File: src/rtl/prog_loader.sv
// prog_loader: receives a big-endian byte stream over valid/ready, assembles
// 16-bit instruction words, writes them to instruction memory from address 0,
// and releases the CPU (cpu_run) once the halt word 16'hFFFF has been stored.
module prog_loader #(
    parameter int MAX_WORDS = 256,
    parameter int ADDR_W    = 16
) (
    input  logic              clk,
    input  logic              rst_n,
    input  logic              start,
    input  logic              byte_valid,
    input  logic [7:0]        byte_data,
    output logic              byte_ready,
    output logic              imem_we,
    output logic [ADDR_W-1:0] imem_addr,
    output logic [15:0]       imem_wdata,
    output logic              cpu_run,
    output logic              busy,
    output logic              done,
    output logic              overflow,
    output logic [ADDR_W-1:0] word_count
);

    typedef enum logic [2:0] {
        ST_IDLE  = 3'd0,
        ST_HI    = 3'd1,
        ST_LO    = 3'd2,
        ST_WRITE = 3'd3,
        ST_DONE  = 3'd4,
        ST_ERR   = 3'd5
    } state_t;

    localparam logic [ADDR_W-1:0] LAST_ADDR = ADDR_W'(MAX_WORDS - 1);
    localparam logic [15:0]       HALT_WORD = 16'hFFFF;

    state_t              state_r;
    state_t              state_s;
    logic [15:0]         word_r;
    logic [ADDR_W-1:0]   addr_r;
    logic [ADDR_W-1:0]   count_r;
    // Low for the first edge after reset release so start is only honoured
    // from the second edge onwards.
    logic                armed_r;

    logic                ready_s;
    logic                we_s;
    logic                run_s;
    logic                busy_s;
    logic                done_s;
    logic                ovf_s;

    // State register.
    always_ff @(posedge clk or negedge rst_n) begin
        if (!rst_n) begin
            state_r <= ST_IDLE;
        end else begin
            state_r <= state_s;
        end
    end

    // Next-state logic; start is only looked at in IDLE, DONE and ERR.
    always_comb begin
        state_s = state_r;
        case (state_r)
            ST_IDLE: begin
                if (start && armed_r) begin
                    state_s = ST_HI;
                end else begin
                    state_s = ST_IDLE;
                end
            end
            ST_HI: begin
                if (byte_valid) begin
                    state_s = ST_LO;
                end else begin
                    state_s = ST_HI;
                end
            end
            ST_LO: begin
                if (byte_valid) begin
                    state_s = ST_WRITE;
                end else begin
                    state_s = ST_LO;
                end
            end
            ST_WRITE: begin
                // Halt takes priority so a halt in the last slot is a success.
                if (word_r == HALT_WORD) begin
                    state_s = ST_DONE;
                end else if (addr_r == LAST_ADDR) begin
                    state_s = ST_ERR;
                end else begin
                    state_s = ST_HI;
                end
            end
            ST_DONE, ST_ERR: begin
                if (start) begin
                    state_s = ST_HI;
                end else begin
                    state_s = state_r;
                end
            end
            default: begin
                state_s = ST_IDLE;
            end
        endcase
    end

    // Output decode from the registered state only (no input-to-output path).
    always_comb begin
        ready_s = 1'b0;
        we_s    = 1'b0;
        run_s   = 1'b0;
        busy_s  = 1'b0;
        done_s  = 1'b0;
        ovf_s   = 1'b0;
        case (state_r)
            ST_HI, ST_LO: begin
                ready_s = 1'b1;
                busy_s  = 1'b1;
            end
            ST_WRITE: begin
                we_s   = 1'b1;
                busy_s = 1'b1;
            end
            ST_DONE: begin
                run_s  = 1'b1;
                done_s = 1'b1;
            end
            ST_ERR: begin
                ovf_s = 1'b1;
            end
            default: begin
                ready_s = 1'b0;
            end
        endcase
    end

    // Datapath: word assembly, write address and word counter.
    always_ff @(posedge clk or negedge rst_n) begin
        if (!rst_n) begin
            word_r  <= 16'h0000;
            addr_r  <= '0;
            count_r <= '0;
            armed_r <= 1'b0;
        end else begin
            armed_r <= 1'b1;
            case (state_r)
                ST_IDLE, ST_DONE, ST_ERR: begin
                    if (state_s == ST_HI) begin
                        addr_r  <= '0;
                        count_r <= '0;
                    end else begin
                        addr_r  <= addr_r;
                        count_r <= count_r;
                    end
                end
                ST_HI: begin
                    if (byte_valid) begin
                        word_r[15:8] <= byte_data;
                    end else begin
                        word_r <= word_r;
                    end
                end
                ST_LO: begin
                    if (byte_valid) begin
                        word_r[7:0] <= byte_data;
                    end else begin
                        word_r <= word_r;
                    end
                end
                ST_WRITE: begin
                    count_r <= count_r + {{(ADDR_W-1){1'b0}}, 1'b1};
                    if (state_s == ST_HI) begin
                        addr_r <= addr_r + {{(ADDR_W-1){1'b0}}, 1'b1};
                    end else begin
                        addr_r <= addr_r;
                    end
                end
                default: begin
                    word_r <= word_r;
                end
            endcase
        end
    end

    assign byte_ready = ready_s;
    assign imem_we    = we_s;
    assign imem_addr  = addr_r;
    assign imem_wdata = word_r;
    assign cpu_run    = run_s;
    assign busy       = busy_s;
    assign done       = done_s;
    assign overflow   = ovf_s;
    assign word_count = count_r;

endmodule

File: config.mk
export PLATFORM = sky130hd
export DESIGN_NAME = prog_loader
export DESIGN_NICKNAME = d
export VERILOG_FILES = /design/src/rtl/prog_loader.sv
export SDC_FILE = /design/constraint.sdc
export NUM_CORES = 1
export LEC_CHECK = 0
export CORE_UTILIZATION = 48
export DETAILED_ROUTE_END_ITERATION = 16
export HOLD_SLACK_MARGIN = 0.02
export MAX_ROUTING_LAYER = met4
export PLACE_DENSITY_LB_ADDON = 0.25
export SLEW_MARGIN = 0
export SYNTH_ARGS = -nofsm -noshare
export SYNTH_HDL_FRONTEND = slang
export SYNTH_SLANG_ARGS = --single-unit
File: constraint.sdc
create_clock -name clk -period 2.79 [get_ports clk]
set_input_delay 0.4185 -clock clk [delete_from_list [all_inputs] [get_ports clk]]
set_output_delay 0.4185 -clock clk [all_outputs]
set_load 0.005 [all_outputs]
**Word level (Yosys, flattened, before mapping)**

Index checks and enable logic that the tools add are counted.

- Bits in registers: 52
- Input port bits: 12
- Logic and storage cells: 49

- Bitwise operators: 2
- Reduce and logical (&&, ||, !) cells: 11
- Add/sub/neg operators: 2
- Mux-type cells: 18
- Equality and inequality tests: 10

Operators by type and width:

| cell | number |
|---|---|
| one-hot mux 16 bit (2 select lines) | 3 |
| adder 16 x 1 -> 16 bit, second input constant | 2 |
| 2-to-1 mux 16 bit | 2 |
| equality test 16 bit, second input constant | 1 |
| equality test 16 x 8 -> 1 bit, second input constant | 1 |
| one-hot mux 3 bit (5 select lines) | 1 |
| 2-to-1 mux 3 bit | 3 |
| AND reduction 3 bit | 3 |
| 2-to-1 mux 8 bit | 1 |
| 2-to-1 mux 1 bit | 7 |
| equality test 3 x 1 -> 1 bit, second input constant | 2 |
| equality test 3 x 2 -> 1 bit, second input constant | 2 |
| equality test 3 bit, second input constant | 2 |
| OR reduction 3 bit | 2 |
| != test 2 bit, second input constant | 2 |
| OR reduction 2 bit | 2 |
| logical NOT 3 bit | 1 |
| 2-to-1 mux 2 bit | 1 |
| NOT 1 bit | 2 |
| AND reduction 2 bit | 1 |
| nonzero test 2 bit | 1 |
| logical AND 1 bit | 1 |

**Depth between registers and ports, before layout**

- Word-level depth: 7
- Depth in mapped cells: 8
- Mapped depth without buffers: 6

**Least setup slack after synthesis**

No wires, ideal clock.

- Kind: flip-flop to flip-flop
- Start: register addr_r[12] (netlist: imem_addr[12])
- End: register addr_r[4] (netlist: imem_addr[4])
- Setup slack: 816 ps
- Library setup time: 130 ps
- Cell stages (with the launch flop): 6
- Required time: 2,660 ps
- Clock period less this slack: 1,974 ps
- Path buffers: 0
- Arrival: 1,844 ps
- Cell sequence: dfrtp_1 or4_4 nor4_4 nor3_2 and4_4 mux2i_1

- Longest elaborated chain between the ends: 7
- Elaborated cells between the ends (all ways): 8
- Those cells by class: eq/ne: 4; mux: 3; reduce/logical: 1

RTL lines:

| what | line | RTL |
|---|---|---|
| from (decl) | 39 | `logic [ADDR_W-1:0] addr_r;` |
| from (signal assigned) | 154 | `addr_r <= addr_r;` |
| from (signal assigned) | 175 | `addr_r <= addr_r + {{(ADDR_W-1){1'b0}}, 1'b1};` |
| from (signal assigned) | 177 | `addr_r <= addr_r;` |
| equality test 16 x 8 -> 1 bit (*) | 90 | `end else if (addr_r == LAST_ADDR) begin` |
| 2-to-1 mux 3 bit (*) | 90 |  |
| 2-to-1 mux 3 bit (*) | 88 | `if (word_r == HALT_WORD) begin` |
| one-hot mux 3 bit (5 select lines) (*) | 64 | `case (state_r)` |
| equality test 3 x 1 -> 1 bit (*) | 150, 174 |  |
| != test 2 bit (no source line) | - |  |
| AND reduction 3 bit (no source line) (*) | - |  |

Every way passes the cells marked *; elsewhere a longest branch is shown, timed or not.
A chain may end at the register's enable or synchronous reset.

**Worst setup path after layout**

- Start: register state_r[2]
- End: output imem_we

- Longest elaborated chain between the ends: 2

RTL lines:

| what | line | RTL |
|---|---|---|
| from (decl) | 36 | `state_t state_r;` |
| from (signal assigned) | 57 | `state_r <= state_s;` |
| equality test 3 x 2 -> 1 bit | 117 | `case (state_r)` |
| 2-to-1 mux 1 bit | 117 |  |
| to (decl) | 14 | `output logic imem_we,` |

No other way between the ends.

==> results.md <==
* Die height at 74.35 µm
* Routed Antenna Nets at 0
* Hpwl dp at 4304 µm
* Number of global-route vias before repair at 2059
* H-tree levels at 2
* Max layer used: met4
* M1 WL at 2782 µm
* Largest net degree at the start of global routing at 27
* Max-slew violation count at 0
* N_diodes at 0
* Synthesized net count at 261
* Syn avg cell area at between 10 and 15 µm²
* Unique masters post-synth at 38
* CTS tree: built
* Die X at 74.35 µm
* Storage element area at approximately 1300 µm²
* All-Layer GR Usage at 0.2418
* Post-Place Worst Slack at 0.6358 ns
* Max Cap Viol at 0
* Rel. slew slack at 0.3699
* DRT Wirelength at between 5000 and 6000 µm
* Kind of critical path: reg2out
* Worst skew pair latency at 0.32 ns
* CTS clock-pin slew for the worst setup and hold paths at 0.09 ns
* Routability cong. at 0.8350
* Pleak at about 0.0014 µW
* Hold Vio Cnt, Final at 0
* Post-DR wirelength/cell at 15.43 µm
* Min Hold Slack at 0.5024 ns
* Sequential share of the synthesized area at 0.5179
* Clk sinks at 52
* Share of cells above drive strength 1 at 0.1195
* Final instance area at 3357 µm²
* Drt first pass iters at 4
* NumNets Final at approximately 330
* CP required at 2.37 ns
* Setup TNS at 0 ns
* Vias at 2163
* Grt ovf at 0
* Crit path max fanout at 11
* Slew @ Worst Pin at 0.9411 ns
* Synthesized cell area at 2512 µm²
* DRC at 0
* Synthesized netlist cell count at 247
* CP endpoint kind: output pin
* DR iter-0 viols at 110
* Die area at 5527 µm²
* Port buffer count at 65
* Ratio of final minimum period to clock period at 0.8037
* Crit path DAT at 1.82 ns
* Maximum clock path buffer count at 2
* Yosys reg bits at 52
* Area Overhead vs Synth at 33.62%
* RSZ-0062 raised after global routing: no
* Num ports at 66
* Maximum vdd drop at ~0.4 mV
* Outcome: completed
* FMAX at 0.4459 GHz
* YS warnings at 0
* Initial Util at 0.5149
* Filler cells at 413
* Post-DP Area at 3253 µm²
* Core Box Area at 4880 µm²
* CTS Buf Count at 5
* Type of the worst min-delay path: reg2reg
* Via/cell ratio at approximately 5.6
* Final setup viols at 0
* Post-CTS Resized at 0
* Row count at 25
* WL met2 at 2868 µm
* Power per Cell Area at 771.9 nW/µm²
* Clock skew at between 0.015 and 0.02 ns
* Min Tclk post-route at 2.242 ns
* Worst Slack Setup Final at 0.5476 ns
* Startpoint Class: flop
* Met3 wire length at 233 µm
* Footprint of the multi-input gates at 1170 µm²
* Initial antenna violation count at 0
* CTS Root Buffer Type: clkbuf_8
* First-pass GRT wire length at 9846 µm
per-stage QoR:
stage / std cells / total power, µW / utilization
2_1_floorplan: 247 / 1581 / -
3_3_place_gp: 376 / 2124 / 0.6667
3_5_place_dp: 376 / 2155 / 0.6667
4_1_cts: 385 / 2609 / 0.6879
5_1_grt: 385 / 2757 / 0.6879
6_report: 385 / 2591 / 0.6879
power breakdown:
group          leakage (µW)  switching [µW]  total [µW]  internal (µW)
clock network     0.0000452             270         454            183
logic              0.000672             379         965            586
registers          0.000680             222        1170            951
total               0.00140             871        2590           1720
synth_stat cells, drive strengths merged:
library cell | number | area, µm²
and3 | 5 | 31.28
mux2 | 16 | 180.2
nand4 | 16 | 100.1
xor2 | 1 | 8.760
a21boi | 1 | 7.510
buf | 3 | 17.52
or2 | 1 | 6.260
mux2i | 7 | 70.07
a31oi | 3 | 18.77
nand2 | 25 | 93.84
nor4 | 9 | 71.32
conb | 1 | 3.750
and4 | 3 | 28.78
nor3 | 6 | 35.03
o21ai | 23 | 115.1
nand3b | 1 | 7.510
nand2b | 4 | 25.02
xnor2 | 6 | 52.55
o21a | 1 | 7.510
o211a | 1 | 10.01
or4 | 2 | 18.77
ha | 2 | 25.02
inv | 2 | 7.510
o211ai | 3 | 22.52
o41ai | 1 | 8.760
nor2b | 1 | 6.260
nand3 | 14 | 70.07
dfrtp | 52 | 1301
o31ai | 3 | 22.52
nor2 | 22 | 82.58
a21oi | 5 | 25.02
a31o | 1 | 8.760
clkbuf | 6 | 22.52
worst max-delay path, cell delays in order (launching register included):
cell,delay (ns)
dfrtp_1,0.49
nand3b_1,0.36
inv_1,0.16
clkdlybuf4s50_1,0.51
layer usage:
metal,GRT usage,vias up
met5,-,-
li1,-,1048
met4,0.05660,0
met1,0.3310,1051
met3,0.04201,6
met2,0.3788,58
cell families (layout without fill, tap and decap cells):
family / after synthesis / count (layout) / share of synthesized area
adder cells (fa/ha/maj): 2 / 2 / 0.009959
other: 1 / 1 / 0.001493
AND/OR/NAND/NOR: 109 / 109 / 0.2296
XOR/XNOR: 7 / 7 / 0.02440
buffers and inverters: 11 / 82 / 0.01893
flip-flops: 52 / 52 / 0.5179
multiplexers: 23 / 23 / 0.09960
AO/OA/AOI/OAI: 42 / 42 / 0.09811
timing repair:
item | in CTS | in global routing
hold buffers | 1 | 0
hold endpoints to repair | 11 | 0
setup buffers | 0 | 0
path summary, 6_finish.rpt:
| kind | from | endpoint | slack, ns | cells after the start |
|---|---|---|---|---|
| max | state_r[2]$_DFF_PN0_ | imem_we | 0.55 | 3 |
| min | word_count[15]$_DFFE_PN0P_ | word_count[15]$_DFFE_PN0P_ | 0.50 | 1 |
| max reg2reg | imem_addr[12]$_DFFE_PN0P_ | imem_addr[4]$_DFFE_PN0P_ | 0.59 | 5 |
| min reg2reg | word_count[15]$_DFFE_PN0P_ | word_count[15]$_DFFE_PN0P_ | 0.50 | 1 |
| max in group asynchronous | rst_n | word_count[8]$_DFFE_PN0P_ | 1.62 | 3 |
| min in group asynchronous | rst_n | imem_wdata[11]$_DFFE_PN0P_ | 0.51 | 2 |
registers in the layout, indices dropped and copies added (netlist names):
signal,flops
armed_r,1
imem_wdata,16
word_count,16
imem_addr,16
state_r,3
final cells by class:
cell class / count / area share
clock buffer: 5 / 0.02050
clock inverter: 3 / 0.007454
inverter: 2 / 0.002236
multi-input combinational: 184 / 0.3485
sequential: 52 / 0.3876
tap: 67 / 0.02497
timing repair buffer: 72 / 0.2087
cells in the final DEF, fill, tap and decap left out, types with 4 or more instances in the layout:
cell type        count
and3_1               5
dfrtp_1             52
nand2b_1             4
o21ai_0             23
nand4_1             16
a21oi_1              5
clkbuf_8             5
mux2i_1              7
nand3_1             14
nor4_1               7
nor3_1               5
clkdlybuf4s50_1     64
nand2_1             25
mux2_2              16
nor2_1              22
buf_4                6
xnor2_1              6
No activity file was read; power rests on OpenSTA's default activity.
